**src/rtl/cp0_exception_unit.sv**
```systemverilog
// Coprocessor-0 exception/interrupt controller: SR, Cause and EPC, plus the Req flush request.
// Optional PRId register at address 15 is built only when CP0_PRID_EN is defined.
module cp0_exception_unit #(
  parameter logic [31:0] PRID_VALUE = 32'h0000_3300
) (
  input  logic        clk,
  input  logic        reset_n,
  input  logic        en,
  input  logic [4:0]  CP0Add,
  input  logic [31:0] CP0In,
  output logic [31:0] CP0Out,
  input  logic [31:0] VPC,
  input  logic        BDIn,
  input  logic [4:0]  ExcCodeIn,
  input  logic [5:0]  HWInt,
  input  logic        EXLClr,
  output logic [31:0] EPCOut,
  output logic        Req
);

  localparam logic [4:0] ADDR_SR    = 5'd12;
  localparam logic [4:0] ADDR_CAUSE = 5'd13;
  localparam logic [4:0] ADDR_EPC   = 5'd14;
  localparam logic [4:0] ADDR_PRID  = 5'd15;

  logic [5:0]  im_q, im_d;
  logic        exl_q, exl_d;
  logic        ie_q, ie_d;
  logic        bd_q, bd_d;
  logic [5:0]  ip_q, ip_d;
  logic [4:0]  exc_code_q, exc_code_d;
  logic [31:0] epc_q, epc_d;

  logic        int_req;
  logic        exc_req;
  logic        req;
  logic [31:0] sr_val;
  logic [31:0] cause_val;

  // A delay-slot victim restarts at its branch; wraps modulo 2^32.
  function automatic logic [31:0] victim_epc(input logic [31:0] pc, input logic bd);
    logic [31:0] base;
    base = bd ? (pc - 32'd4) : pc;
    return base & ~32'd3;
  endfunction

  assign int_req = (|(HWInt & im_q)) & ie_q & ~exl_q;
  assign exc_req = (ExcCodeIn != 5'd0) & ~exl_q;
  assign req     = int_req | exc_req;
  assign Req     = req;
  assign EPCOut  = epc_q;

  assign sr_val    = {16'd0, im_q, 8'd0, exl_q, ie_q};
  assign cause_val = {bd_q, 15'd0, ip_q, 3'd0, exc_code_q, 2'd0};

  always_comb begin
    im_d       = im_q;
    exl_d      = exl_q;
    ie_d       = ie_q;
    bd_d       = bd_q;
    ip_d       = HWInt;
    exc_code_d = exc_code_q;
    epc_d      = epc_q;

    // mtc0 is applied first so eret and exception entry can override it.
    if (en && !req) begin
      if (CP0Add == ADDR_SR) begin
        im_d  = CP0In[15:10];
        exl_d = CP0In[1];
        ie_d  = CP0In[0];
      end else if (CP0Add == ADDR_EPC) begin
        epc_d = CP0In & ~32'd3;
      end
    end

    if (EXLClr) begin
      exl_d = 1'b0;
    end

    if (req) begin
      exl_d      = 1'b1;
      exc_code_d = int_req ? 5'd0 : ExcCodeIn;
      bd_d       = BDIn;
      epc_d      = victim_epc(VPC, BDIn);
    end
  end

  always_ff @(posedge clk or negedge reset_n) begin
    if (!reset_n) begin
      im_q       <= 6'd0;
      exl_q      <= 1'b0;
      ie_q       <= 1'b0;
      bd_q       <= 1'b0;
      ip_q       <= 6'd0;
      exc_code_q <= 5'd0;
      epc_q      <= 32'd0;
    end else begin
      im_q       <= im_d;
      exl_q      <= exl_d;
      ie_q       <= ie_d;
      bd_q       <= bd_d;
      ip_q       <= ip_d;
      exc_code_q <= exc_code_d;
      epc_q      <= epc_d;
    end
  end

`ifdef CP0_PRID_EN
  always_comb begin
    CP0Out = 32'd0;
    case (CP0Add)
      ADDR_SR:    CP0Out = sr_val;
      ADDR_CAUSE: CP0Out = cause_val;
      ADDR_EPC:   CP0Out = epc_q;
      ADDR_PRID:  CP0Out = PRID_VALUE;
      default:    CP0Out = 32'd0;
    endcase
  end
`else
  logic unused_prid;
  assign unused_prid = ^{PRID_VALUE, ADDR_PRID};

  always_comb begin
    CP0Out = 32'd0;
    case (CP0Add)
      ADDR_SR:    CP0Out = sr_val;
      ADDR_CAUSE: CP0Out = cause_val;
      ADDR_EPC:   CP0Out = epc_q;
      default:    CP0Out = 32'd0;
    endcase
  end
`endif

endmodule

```
**config.mk**
```make
export PLATFORM = sky130hd
export DESIGN_NAME = cp0_exception_unit
export DESIGN_NICKNAME = d
export VERILOG_FILES = /design/src/rtl/cp0_exception_unit.sv
export SDC_FILE = /design/constraint.sdc
export NUM_CORES = 1
export LEC_CHECK = 0
export BUFFER_PORTS_ARGS = -buffer_cell sky130_fd_sc_hd__buf_4
export CAP_MARGIN = 20
export CORE_ASPECT_RATIO = 1.75
export CORE_UTILIZATION = 52
export CTS_BUF_LIST = sky130_fd_sc_hd__clkbuf_8
export DETAILED_ROUTE_END_ITERATION = 10
export GPL_ROUTABILITY_DRIVEN = 0
export PLACE_DENSITY = 0.88
export SYNTH_ARGS = -nofsm -noshare
export SYNTH_HDL_FRONTEND = slang
export SYNTH_SLANG_ARGS = --single-unit
```
**constraint.sdc**
```tcl
create_clock -name clk -period 5.9 [get_ports clk]
set_clock_uncertainty 0.1 [all_clocks]
set_input_delay 0.59 -clock clk [delete_from_list [all_inputs] [get_ports clk]]
set_output_delay 0.59 -clock clk [all_outputs]
set_load 0.01 [all_outputs]
```
==> impl_metrics.yaml <==
cts:
  h-tree-depth: 2
  post_cts_resized: 0
  cts_root_buffer: "clkbuf_8"
  cts_sinks: 50
  cts_tree: "built"
  clk_path_buf_depth: 2
  cts_buffers: 5
  clkLatencyLatePin_ns: 0.30
  postCtsSetupBuffers: 0
  clk_pin_slew_ns: 0.09
  cts_hold_buffers: 0
place:
  port_buffers: 145
  dp_hpwl_um: 7060
  place_inst: 538
synth:
  synth.top_cell.area_share_pct: 39.5
  yosys-top-cells-area: "dfrtp_1, mux2_2, xnor2_1"
  ys_warn_count: 0
  synthFlopType: "dfrtp_1"
  yosysMostFrequentCell: "dfrtp_1"
  synth_edf_count: 0
  synth_top_cell_by_area: "dfrtp_1"
  syn_area_um2: 3170
  syn_avg_cell_area_um2: 9.51
  async_reset_ff_share_pct: 100
  ys_seq_elements: 50
  ys_types: 47
  postSynthCellCount: 333
  synthTopCellsByCount: "dfrtp_1, nand2_1, mux2_2, nor2_1, xnor2_1"
  ys_seq_area_share_pct: 39.5
run_status:
  status: "finished, final reports clean"
min_path:
  hold_path_class: "primary input to async pin"
floorplanning:
  dieArea_um2: 6420
  die_h_um: 105
  dieWidth_um: 61.0
  core.rowCount: 37
  ios: 150
  core_um2: 5880
  start_util_pct: 53.9
timing:
  hold_viol_final: 0
  drv_slew: 0
  setup_viol: 0
  min_period_ns: 3.32
  fmax_mhz: 301
  hold_slack_ns: 0.209
  fin_tns_setup_ns: 0
  worstMarginPinSlew_ns: 0.938
  rsz0062_at_grt: "no"
  maxSlewHeadroom_pct: 37.4
  period_share_pct: 56.3
critical_path:
  worstPathArrival_ns: 2.63
  cp_max_fo: 61
  crit_type: "flip-flop to output port"
  end_kind: "output port"
  cp.required_ns: 5.21
  cp-start-kind: "flip-flop"
global_routing:
  grt_max_degree: 62
  grt_pass1_vias: 3078
  globalRouteOverflowTotal: 0
  grtUsageTotal_pct: 30.2
  antenna_found_initial: 0
  grt_pass1_wl_um: 14300
cells_and_area:
  syn_to_final_growth_pct: 38.2
  utilization_pct: 74.4
  fillerInstances: 469
  drive_above_1_share_pct: 41.9
  final_cells: 546
  final_nets: 553
  diodes: 0
pwr:
  vdd_drop_max_mv: 0.225
  intPower_uw: 934
  clockPowerShare_pct: 16.5
  p_seq_share_pct: 40.3
  combPwrFrac_pct: 43.2
  switching_power_uw: 538
  switching_share_pct: 36.6
  leakage_uw: 0.00213
  p_per_area_nw_per_um2: 337
routing:
  routedWlPerCell_um: 16.9
  first_pass_iters: 4
  drtIter0Drc: 133
  viasPerCell: 5.50
  drtAntennaViolNets: 0
  drt-total-wl_um: 9210
  drcViolationCount: 0
  vias: 3001
flow_run:
  cap_violations: 0
area by class of cell:
| class | instances | area [um^2] | share of cell area (%) |
|---|---|---|---|
| Tap cell | 78 | 97.6 | 2.23 |
| Inverter | 5 | 18.8 | 0.429 |
| Multi-Input combinational cell | 258 | 1790 | 41.0 |
| Clock buffer | 5 | 68.8 | 1.57 |
| Clock inverter | 3 | 41.3 | 0.944 |
| Timing Repair Buffer | 147 | 1100 | 25.2 |
| Sequential cell | 50 | 1250 | 28.6 |
state kept, by name, indices dropped and copies added (netlist names):
signal,count
exc_code_q,5
ip_q,6
exl_q,1
ie_q,1
bd_q,1
im_q,6
EPCOut,30
logic make-up (layout without fill, tap and decap cells):
group	count (synthesis)	in the layout	synth area share (%)
DFF	50	50	39.5
and+or+nand+nor	132	132	23.4
adders and majority gates	1	1	0.395
buffers and inverters	26	160	3.95
xor gates and xnor gates	29	29	8.02
AOI/OAI and AO/OA	50	50	9.52
muxes	44	44	15.1
other	1	2	0.118
layer usage:
layer | wire [um] | track usage, %
met5 | 0 | 0
met4 | 328 | 13.8
met3 | 371 | 4.17
met2 | 5320 | 55.4
met1 | 3200 | 32.1
power by group through the flow:
stage	Combinational (uW)	Clock [uW]	Sequential (uW)
after detailed placement	637	0	597
after CTS	640	245	592
after global routing	705	262	605
after global placement	621	0	589
final	636	243	594
after floorplan	324	0	616
final timing paths:
check / cells after the start / endpoint / slack [ns] / from
min in group clk: 1 / ip_q[2] / 0.30 / HWInt[2]
hold reg to reg: 2 / exc_code_q[2] / 0.39 / exc_code_q[2]
setup / recovery: 5 / Req / 2.58 / im_q[0]
setup reg to reg: 6 / im_q[4] / 2.94 / im_q[0]
max in group asynchronous: 1 / im_q[1] / 5.04 / reset_n
hold / removal: 1 / im_q[2] / 0.21 / reset_n
per-stage QoR:
step | power, uW | area (um^2) | worst slack [ns]
6_report | 1470 | 4380 | 2.58
5_1_grt | 1570 | 4380 | 2.42
4_1_cts | 1480 | 4380 | 2.61
3_5_place_dp | 1230 | 4270 | 2.63
3_3_place_gp | 1210 | 4270 | 2.63
2_1_floorplan | 940 | 3170 | 3.41
worst max-delay path, cell delays in order (launching register included):
cell     delay (ns)
dfrtp_1        0.41
a22o_1         0.25
o31ai_2        0.52
a21o_1         0.39
inv_2          0.43
buf_4          0.30
layout by cell type (no fill, tap or decap), drive strengths merged, types with 2 or more instances in the layout:
cell type	count
a21oi	21
a22o	9
and2	2
and3	18
buf	147
clkbuf	5
conb	2
dfrtp	50
inv	6
mux2	29
mux2i	15
nand2	31
nand2b	2
nand3	6
nor2	28
nor3	15
nor4	11
nor4b	2
o21ai	16
or2	2
or3	5
or4	2
xnor2	25
xor2	4
Note: power is estimated with default switching activity, not from simulation.
